## src/rtl/rom_dl_pkg.sv

```systemverilog
// Shared types and constants for the ROM download scheduler.
package rom_dl_pkg;

  // Download scheduler states.
  typedef enum logic [2:0] {
    IDLE,
    LOAD,
    FLUSH,
    HOLD,
    RUN
  } state_t;

  // Filler byte for a word half that was never downloaded.
  localparam logic [7:0] PAD_BYTE = 8'hFF;

  // Core-reset hold length after the download completes.
  localparam int HOLD_CYC_DEFAULT = 1024;

endpackage

```

## src/rtl/rom_dl_wordbuf.sv

```systemverilog
// Byte-to-word packer for the ROM download: low-byte latch, one-entry word
// buffer presented to SDRAM as a req/ack write, and the sticky overflow flag.
// With ROM_DL_CHECKSUM_EN defined it also keeps a 16-bit running byte sum.
module rom_dl_wordbuf import rom_dl_pkg::*; (
  input  logic        clk_sys,
  input  logic        reset,
  input  logic        clear,
  input  logic        byte_en,
  input  logic        flush,
  input  logic [24:0] addr,
  input  logic [7:0]  din,
  input  logic        sdr_ack,
  output logic        sdr_req,
  output logic [23:0] sdr_addr,
  output logic [15:0] sdr_data,
  output logic        overflow,
  output logic        half_full
`ifdef ROM_DL_CHECKSUM_EN
  ,
  output logic [15:0] checksum
`endif
);

  logic [7:0]  lo_byte;
  logic [23:0] lo_addr;
  logic        lo_en;
  logic        hi_en;
  logic        can_take;
  logic        flush_emit;
  logic        word_done;
  logic [23:0] word_addr;
  logic [15:0] word_data;

  // Decode byte strobes and build the word that completes this cycle, if any.
  // NOTE: every always_comb output gets a default first so no path leaves it
  // unassigned, which would otherwise infer a latch.
  always_comb begin
    lo_en      = byte_en && !addr[0];
    hi_en      = byte_en && addr[0];
    // The buffer is free when empty or being drained by this cycle's ack.
    can_take   = !sdr_req || sdr_ack;
    // A leftover low byte is only pushed out when it cannot be dropped.
    flush_emit = flush && half_full && can_take;
    word_done  = hi_en || flush_emit;
    word_addr  = lo_addr;
    word_data  = {PAD_BYTE, lo_byte};
    if (hi_en) begin
      word_addr = addr[24:1];
      word_data = {din, half_full ? lo_byte : PAD_BYTE};
    end
  end

  // Low-byte latch: filled by an even byte, emptied when its word forms.
  // NOTE: sequential state uses non-blocking assignments so every register
  // samples the pre-edge values regardless of statement order.
  always_ff @(posedge clk_sys or posedge reset) begin
    if (reset) begin
      lo_byte   <= '0;
      lo_addr   <= '0;
      half_full <= 1'b0;
    end else if (clear) begin
      half_full <= 1'b0;
    end else if (lo_en) begin
      lo_byte   <= din;
      lo_addr   <= addr[24:1];
      half_full <= 1'b1;
    end else if (word_done) begin
      half_full <= 1'b0;
    end
  end

  // Word buffer and request handshake; a word that finds the buffer busy is
  // dropped and flagged.
  // NOTE: the data/address registers are reset as well so the SDRAM port shows
  // defined zeros after reset rather than stale contents.
  always_ff @(posedge clk_sys or posedge reset) begin
    if (reset) begin
      sdr_req  <= 1'b0;
      sdr_addr <= '0;
      sdr_data <= '0;
      overflow <= 1'b0;
    end else if (word_done && can_take) begin
      sdr_req  <= 1'b1;
      sdr_addr <= word_addr;
      sdr_data <= word_data;
    end else if (word_done) begin
      overflow <= 1'b1;
    end else if (sdr_ack) begin
      sdr_req  <= 1'b0;
    end
  end

`ifdef ROM_DL_CHECKSUM_EN
  logic [15:0] sum_add;

  // Bytes contributed this cycle, counting pad bytes that end up in a word.
  always_comb begin
    sum_add = '0;
    if (lo_en) begin
      sum_add = {8'h00, din};
    end else if (hi_en) begin
      sum_add = {8'h00, din} + (half_full ? 16'h0000 : {8'h00, PAD_BYTE});
    end else if (flush_emit) begin
      sum_add = {8'h00, PAD_BYTE};
    end
  end

  // Running sum; idle outside LOAD/FLUSH, so it holds its value in RUN.
  always_ff @(posedge clk_sys or posedge reset) begin
    if (reset) begin
      checksum <= '0;
    end else if (clear) begin
      checksum <= '0;
    end else begin
      checksum <= checksum + sum_add;
    end
  end
`endif

endmodule

```

## src/rtl/rom_dl_sched.sv

```systemverilog
// ROM download scheduler: packs ioctl bytes into SDRAM word writes, then holds
// the core in reset for HOLD_CYC cycles before releasing it.
// Optional feature macro: ROM_DL_CHECKSUM_EN adds a 16-bit checksum output.
module rom_dl_sched import rom_dl_pkg::*; #(
  parameter logic [7:0] ROM_INDEX = 8'd0,
  parameter int         HOLD_CYC  = HOLD_CYC_DEFAULT
) (
  input  logic        clk_sys,
  input  logic        reset,
  input  logic        ioctl_downl,
  input  logic        ioctl_wr,
  input  logic [7:0]  ioctl_index,
  input  logic [24:0] ioctl_addr,
  input  logic [7:0]  ioctl_dout,
  input  logic        reset_req,
  output logic        sdr_req,
  input  logic        sdr_ack,
  output logic [23:0] sdr_addr,
  output logic [15:0] sdr_data,
  output logic        rom_loaded,
  output logic        core_reset,
  output logic        overflow
`ifdef ROM_DL_CHECKSUM_EN
  ,
  output logic [15:0] checksum
`endif
);

  localparam int CNT_W = $clog2(HOLD_CYC + 1);

  state_t           state;
  state_t           state_next;
  logic [CNT_W-1:0] hold_cnt;
  logic             idx_match;
  logic             dl_start;
  logic             load_entry;
  logic             byte_en;
  logic             half_full;

  assign idx_match  = ioctl_index == ROM_INDEX;
  assign dl_start   = ioctl_downl && idx_match;
  assign byte_en    = (state == LOAD) && ioctl_wr && idx_match;
  assign load_entry = (state != LOAD) && (state_next == LOAD);

  rom_dl_wordbuf u_wordbuf (
    .clk_sys   (clk_sys),
    .reset     (reset),
    .clear     (load_entry),
    .byte_en   (byte_en),
    .flush     (state == FLUSH),
    .addr      (ioctl_addr),
    .din       (ioctl_dout),
    .sdr_ack   (sdr_ack),
    .sdr_req   (sdr_req),
    .sdr_addr  (sdr_addr),
    .sdr_data  (sdr_data),
    .overflow  (overflow),
    .half_full (half_full)
`ifdef ROM_DL_CHECKSUM_EN
    ,
    .checksum  (checksum)
`endif
  );

  // Next-state logic; a new ROM download preempts every state but LOAD.
  always_comb begin
    state_next = state;
    case (state)
      IDLE, RUN: begin
        if (dl_start) state_next = LOAD;
      end
      LOAD: begin
        if (!ioctl_downl) state_next = FLUSH;
      end
      FLUSH: begin
        if (dl_start) begin
          state_next = LOAD;
        end else if (!half_full && (!sdr_req || sdr_ack)) begin
          state_next = HOLD;
        end
      end
      HOLD: begin
        if (dl_start) begin
          state_next = LOAD;
        end else if (hold_cnt == CNT_W'(HOLD_CYC - 1)) begin
          state_next = RUN;
        end
      end
      default: state_next = IDLE;
    endcase
  end

  // State register and hold counter (restarts on every HOLD entry).
  always_ff @(posedge clk_sys or posedge reset) begin
    if (reset) begin
      state    <= IDLE;
      hold_cnt <= '0;
    end else begin
      state    <= state_next;
      hold_cnt <= (state == HOLD && state_next == HOLD) ? hold_cnt + 1'b1 : '0;
    end
  end

  // Core reset and load status; keyed on the next state so core_reset is
  // already low in the first RUN cycle and tracks reset_req one cycle late.
  always_ff @(posedge clk_sys or posedge reset) begin
    if (reset) begin
      core_reset <= 1'b1;
      rom_loaded <= 1'b0;
    end else begin
      core_reset <= (state_next != RUN) || reset_req;
      if (load_entry) begin
        rom_loaded <= 1'b0;
      end else if (state == HOLD && state_next == RUN) begin
        rom_loaded <= 1'b1;
      end
    end
  end

endmodule
```

## config.mk

```make
export PLATFORM = sky130hd
export DESIGN_NAME = rom_dl_sched
export DESIGN_NICKNAME = d
export VERILOG_FILES = /design/src/rtl/rom_dl_pkg.sv /design/src/rtl/rom_dl_wordbuf.sv /design/src/rtl/rom_dl_sched.sv
export SDC_FILE = /design/constraint.sdc
export NUM_CORES = 1
export LEC_CHECK = 0
export CORE_MARGIN = 2
export CORE_UTILIZATION = 40
export CTS_CLUSTER_DIAMETER = 40
export CTS_CLUSTER_SIZE = 28
export DETAILED_ROUTE_END_ITERATION = 6
export PLACE_DENSITY_LB_ADDON = 0.1
export SLEW_MARGIN = 20
export SYNTH_ARGS = -nofsm -noshare
export SYNTH_HDL_FRONTEND = slang
export SYNTH_SLANG_ARGS = --single-unit
```

## constraint.sdc

```tcl
create_clock -name clk_sys -period 7.6 [get_ports clk_sys]
set_input_delay 1.52 -clock clk_sys [delete_from_list [all_inputs] [get_ports clk_sys]]
set_output_delay 1.52 -clock clk_sys [all_outputs]
set_load 0.01 [all_outputs]
```

# Word level (Yosys, flattened, before mapping)
# Index checks and enable logic that the tools add are counted.
[totals]
regBits = 91
inputBits = 47
output_inout_bits = 44
[op_classes]
n_addsub = 1
n_eq_ne = 11
mux = 19
n_bitwise = 2
n_reduce_logical = 27
[ops]
columns = ["operator", "count"]
rows = [
  ["24-bit 2-to-1 mux", 1],
  ["3-bit 2-to-1 mux", 6],
  ["16-bit 2-to-1 mux", 1],
  ["1-bit logical AND", 12],
  ["3-bit case mux with 4 select lines", 1],
  ["11-bit by 1-bit adder with 11-bit output (second input constant)", 1],
  ["11-bit by 10-bit equality test with 1-bit output (second input constant)", 1],
  ["11-bit 2-to-1 mux", 1],
  ["3-bit by 2-bit equality test with 1-bit output (second input constant)", 3],
  ["8-bit zero test", 1],
  ["1-bit 2-to-1 mux", 8],
  ["8-bit 2-to-1 mux", 1],
  ["3-bit by 1-bit equality test with 1-bit output (second input constant)", 2],
  ["3-bit equality test (second input constant)", 2],
  ["2-bit AND reduction", 3],
  ["2-bit nonzero test", 2],
  ["1-bit zero test", 3],
  ["3-bit zero test", 1],
  ["1-bit logical OR", 3],
  ["3-bit by 1-bit != test with 1-bit output (second input constant)", 1],
  ["3-bit != test (second input constant)", 1],
  ["3-bit nonzero test", 1],
  ["2-bit != test (second input constant)", 1],
  ["1-bit NOT", 2],
  ["2-bit OR reduction", 1],
]

# Depth between registers and ports, before layout
[logic_depth]
depth_word = 10
mapped_depth = 6
ltp_nobuf = 5

# By module
# Synthesis repeated with hierarchy kept, for this count alone.
[unflattened]
hier_cells = 288
area_unflattened_um2 = 4032.6
[modules_own_cells]
columns = ["mod", "n_inst", "cells_each", "area_per_inst_um2", "seq_area_each_um2"]
rows = [
  ["rom_dl_wordbuf", 1, 202, 3155.5, 1876.8],
  ["rom_dl_sched", 1, 86, 877.1, 401.6],
]

# Worst setup path after synthesis
# OpenSTA, ideal clock, no wires.
[synth_path]
path_kind = "input-to-reg"
start = "input ioctl_index[5]"
end = "register u_wordbuf.sdr_addr[10]"
arrival_ns = 2.667
path_slack_ns = 4.810
path_stages = 5
path_buffers = 1
path_cell_list = "nor4_4 > and4_4 > nand2_4 > buf_4 > o221a_1"
[synth_via]
elab_chain_cells = 5
elab_cells_between_ends = 6
cone_classes = "mux: 1; reduce/logical: 5"
[synth_rtl]
columns = ["element", "line", "rtl"]
rows = [
  ["from (decl)", "rom_dl_sched.sv:12", "input logic [7:0] ioctl_index,"],
  ["8-bit zero test (*)", "rom_dl_sched.sv:40", "assign idx_match = ioctl_index == ROM_INDEX;"],
  ["1-bit logical AND (*)", "rom_dl_sched.sv:42", "assign byte_en = (state == LOAD) && ioctl_wr && idx_match;"],
  ["1-bit logical AND (*)", "rom_dl_wordbuf.sv:39", "hi_en = byte_en && addr[0];"],
  ["1-bit logical OR", "rom_dl_wordbuf.sv:44", "word_done = hi_en || flush_emit;"],
  ["1-bit logical AND", "rom_dl_wordbuf.sv:82", "end else if (word_done && can_take) begin"],
  ["to (signal assigned)", "rom_dl_wordbuf.sv:84", "sdr_addr <= word_addr;"],
  ["to (decl)", "rom_dl_wordbuf.sv:14", "output logic [23:0] sdr_addr,"],
]
# Mark *: on every way between the ends. The rest lies on a longest branch, timed or not.
# A chain may end at the register's enable or synchronous reset.

# Final worst setup path
[layout_path]
start = "input sdr_ack"
end = "register u_wordbuf.sdr_addr[15]"
[layout_via]
elab_chain_cells = 4
[layout_rtl]
columns = ["element", "line", "rtl"]
rows = [
  ["from (decl)", "rom_dl_sched.sv:17", "input logic sdr_ack,"],
  ["1-bit logical OR (*)", "rom_dl_wordbuf.sv:41", "can_take = !sdr_req || sdr_ack;"],
  ["1-bit logical AND", "rom_dl_wordbuf.sv:43", "flush_emit = flush && half_full && can_take;"],
  ["1-bit logical OR", "rom_dl_wordbuf.sv:44", ""],
  ["1-bit logical AND (*)", "rom_dl_wordbuf.sv:82", ""],
]
# Marks and branches as above.

==> impl_summary.txt <==
----------------------------------------------------
[Timing]
  Time the worst path needs with I/O delays and setup ... around 3.2 ns
  Final hold violation count ... 0
  Worst slew pin tran ... slightly above 0.7 ns
  Maximum operating frequency ... 0.312 GHz
  Unrepaired setup endpoints after global routing ... no
  Max-slew violations ... 0
  Maximum clock skew at final layout ... 0.0130 ns
  Worst hold slack after final layout ... 0.485 ns
  Worst slew slack as a fraction of its limit ... 0.530
  Ratio of final minimum period to clock period ... 0.422
  Setup_tns ... 0 ns
  Total of endpoints with negative setup slack in the final report ... 0

[Logic synthesis]
  Register area share after synthesis ... 0.586
  Library cells used by synthesis ... 47
  Register bit count reported by yosys ... 91
  Average footprint of a synthesized cell ... 12.8 um2
  Async S/R FF share, synth ... 1.00
  Synthesized area ... 3890 um2
  Number of cells produced by synthesis ... 303
  Yosys warning count ... 0
  Syn Nets ... 351
  Most instantiated flip-flop cell in the synthesis netlist ... dfrtp_1
  EDFF count, synth ... 0

[Clock network]
  Cell chosen for the clock root ... clkbuf_8
  Level count of the clock H-tree ... 3
  Clock transition at the registers of the reported paths ... around 0.090 ns
  Post-CTS repair timing setup buffer count ... 0
  Clock tree from TritonCTS ... done
  CTS Sinks ... 91
  Inserted Clock Buffers ... 9
  Worst skew pair latency ... 0.36 ns
  CTS max path bufs ... 2
  Post-cts gate resize count ... 0
  Hold bufs inserted after CTS ... 0

[Global route]
  Global-route wire length before repair ... 13,500 um
  Aggregate global routing overflow ... 0
  Largest net degree at the start of global routing ... 57
  Number of global-route vias before repair ... 2,713
  GRT Util Overall ... 0.168
  Antenna violations before repair ... 0

[Setup path]
  Endpoint kind of the worst setup timing path ... flop
  Launch instance of the worst register-to-register path ... state[1]
  Register-to-register setup slack ... 5.57 ns
  Data required time at the worst endpoint ... just under 8 ns
  Crit Path Category ... in2reg
  Crit path launch type ... primary input
  CP max FO ... 34
  Worst flop-to-flop path endpoint ... u_wordbuf.sdr_addr[15]
  Worst reg-to-reg path cell count ... 5
  Arrival @ worst endpoint ... 3.50 ns

[Routing]
  Final ANT Viol Nets ... 0
  Detail-routed via count per cell ... between 5 and 6
  Count of TritonRoute iterations in the first routing pass ... 4
  Total number of vias ... approximately 2,600
  Starting DRT DRC Count ... 93
  Drt total wl ... 8190 um
  WL/cell ... 15.6 um
  Remaining DRCs ... 0

[Die]
  Starting density of the core ... 0.417
  Die boundary height ... 103 um
  Cell Rows ... 35
  Boundary pin count ... between 90 and 100
  Die footprint ... 10,500 um2
  Die width ... 103 um
  Area of the core ... 9330 um2

[Placed design]
  Total half-perimeter wirelength after legalization and detailed placement ... around 5400 um
  Weighted congestion reported at the end of routability-driven placement ... between 0.8 and 0.9
  Count of buffers from port buffering ... 90
  Dpl cell area ... 4870 um2

[Layout]
  Final cell area excluding filler cells ... roughly 5000 um2
  Share of final-layout standard cells stronger than drive strength 1 ... 0.144
  Ant diodes ... 0
  Area added between synthesis and finish ... 29.8%
  Final nets ... 440

[Run]
  Reported max-cap violation count ... 0

[Worst hold path]
  Hold path start ... u_wordbuf.lo_byte[2]
  Endpoint of the worst hold path ... u_wordbuf.lo_byte[2]
  Hold path depth ... 2
  Worst hold-check path type ... reg2reg

[Power]
  Power density of the placed cells ... around 190 nW/um2
  Leakage power ... 2.29 nW
  VDD IR-drop max ... 0.0000800 V

[Run status]
  Run status ... finished clean

----------------------------------------------------
cells by family after synthesis:
kind of cell,Yosys count,share of synthesized area
and+or+nand+nor,91,0.138
DFF,91,0.586
AOI/OAI and AO/OA,52,0.125
muxes,33,0.0930
buffers and inverters,27,0.0376
xor gates and xnor gates,8,0.0180
adders and majority gates,1,0.00322
through the flow:
stage	utilization	setup slack, ns	total power [mW]	cells
finish	0.541	4.39	0.963	526
global route	0.541	4.26	1.02	526
CTS	0.541	4.38	0.975	526
detailed placement	0.522	4.00	0.680	510
global placement	0.522	4.02	0.676	510
floorplan	-	3.72	0.610	303
worst max path at each step:
| stage | startpoint | endpoint | slack (ns) | cells past startpoint |
|---|---|---|---|---|
| 2_1_floorplan | reset | hold_cnt[0] | 3.72 | 1 |
| 3_3_place_gp | sdr_ack | u_wordbuf.sdr_addr[21] | 4.02 | 6 |
| 3_5_place_dp | sdr_ack | u_wordbuf.sdr_addr[6] | 4.00 | 6 |
| 4_1_cts | sdr_ack | u_wordbuf.sdr_addr[6] | 4.38 | 6 |
| 5_1_grt | sdr_ack | u_wordbuf.sdr_addr[16] | 4.26 | 6 |
| 6_report | sdr_ack | u_wordbuf.sdr_addr[15] | 4.39 | 6 |
cell usage after synthesis, types with 2 or more instances:
library cell  count  area share
o221a_2           2      0.0058
nor3_1            2      0.0026
and4_1            2      0.0045
nand2b_1         25       0.040
xnor2_1           3      0.0068
and3_1            2      0.0032
o221a_1          22       0.064
nand3_1           5      0.0064
clkbuf_1          3      0.0029
or3_1             3      0.0048
nor4_4            2       0.011
o211ai_1          2      0.0039
buf_6             4       0.012
nand4_1           4      0.0064
mux2i_1           8       0.021
nor2_1           24       0.023
mux2_2           24       0.069
buf_4             2      0.0039
nand2_1          13       0.013
o22a_1            8       0.018
dfrtp_1          90        0.58
o21ai_0           8       0.010
buf_2             6      0.0077
xor2_1            5       0.011
inv_1            12       0.012
report_power, final:
group / internal, mW / switching (mW) / leakage (nW)
clock network: 0.120 / 0.174 / 0.0860
registers: 0.509 / 0.0229 / 1.26
logic: 0.0726 / 0.0635 / 0.949
total: 0.702 / 0.261 / 2.29
critical path: stages:
cell and delay, ns:
clkdlybuf4s50_1 0.47, nand2b_1 0.26, and4_1 0.23, buf_4 0.37, a21o_4 0.38, o221a_1 0.26
layout by cell type (no fill, tap or decap), types with 2 or more instances in the layout:
master,n
dfrtp_1,90
clkdlybuf4s50_1,90
nand2b_1,25
nor2_1,24
mux2_2,24
o221a_1,22
nand2_1,13
inv_1,11
clkbuf_8,9
mux2i_1,8
o21ai_0,8
o22a_1,8
nand3_1,5
xor2_1,5
nand4_1,4
or3_1,3
xnor2_1,3
clkinv_2,3
buf_4,3
nor4_4,2
and4_1,2
o211ai_1,2
and3_1,2
nor3_1,2
o221a_2,2
inv_6,2
clkinvlp_4,2
area by class of cell:
type,instances,area [um2]
clock inverter,7,51.3
fill,823,4280
multi-input combinational,185,1460
inverter,12,46.3
tap,129,161
sequential,91,2280
clock buffer,9,124
timing repair buffer,93,923
registers in the layout, indices dropped and copies added (netlist names):
| register | flops |
|---|---|
| u_wordbuf.lo_addr | 24 |
| u_wordbuf.lo_byte | 8 |
| u_wordbuf.half_full | 1 |
| rom_loaded | 1 |
| u_wordbuf.overflow | 1 |
| u_wordbuf.sdr_req | 1 |
| state | 3 |
| u_wordbuf.sdr_data | 16 |
| hold_cnt | 11 |
| core_reset | 1 |
| u_wordbuf.sdr_addr | 24 |
layer usage:
metal,global-route usage,up-vias,wire length [um]
li1,-,1271,-
met1,0.230,1311,3870
met2,0.266,53,3850
met3,0.0393,8,377
met4,0.0533,0,93
met5,0,-,0
(Power assumes the default switching activity.)
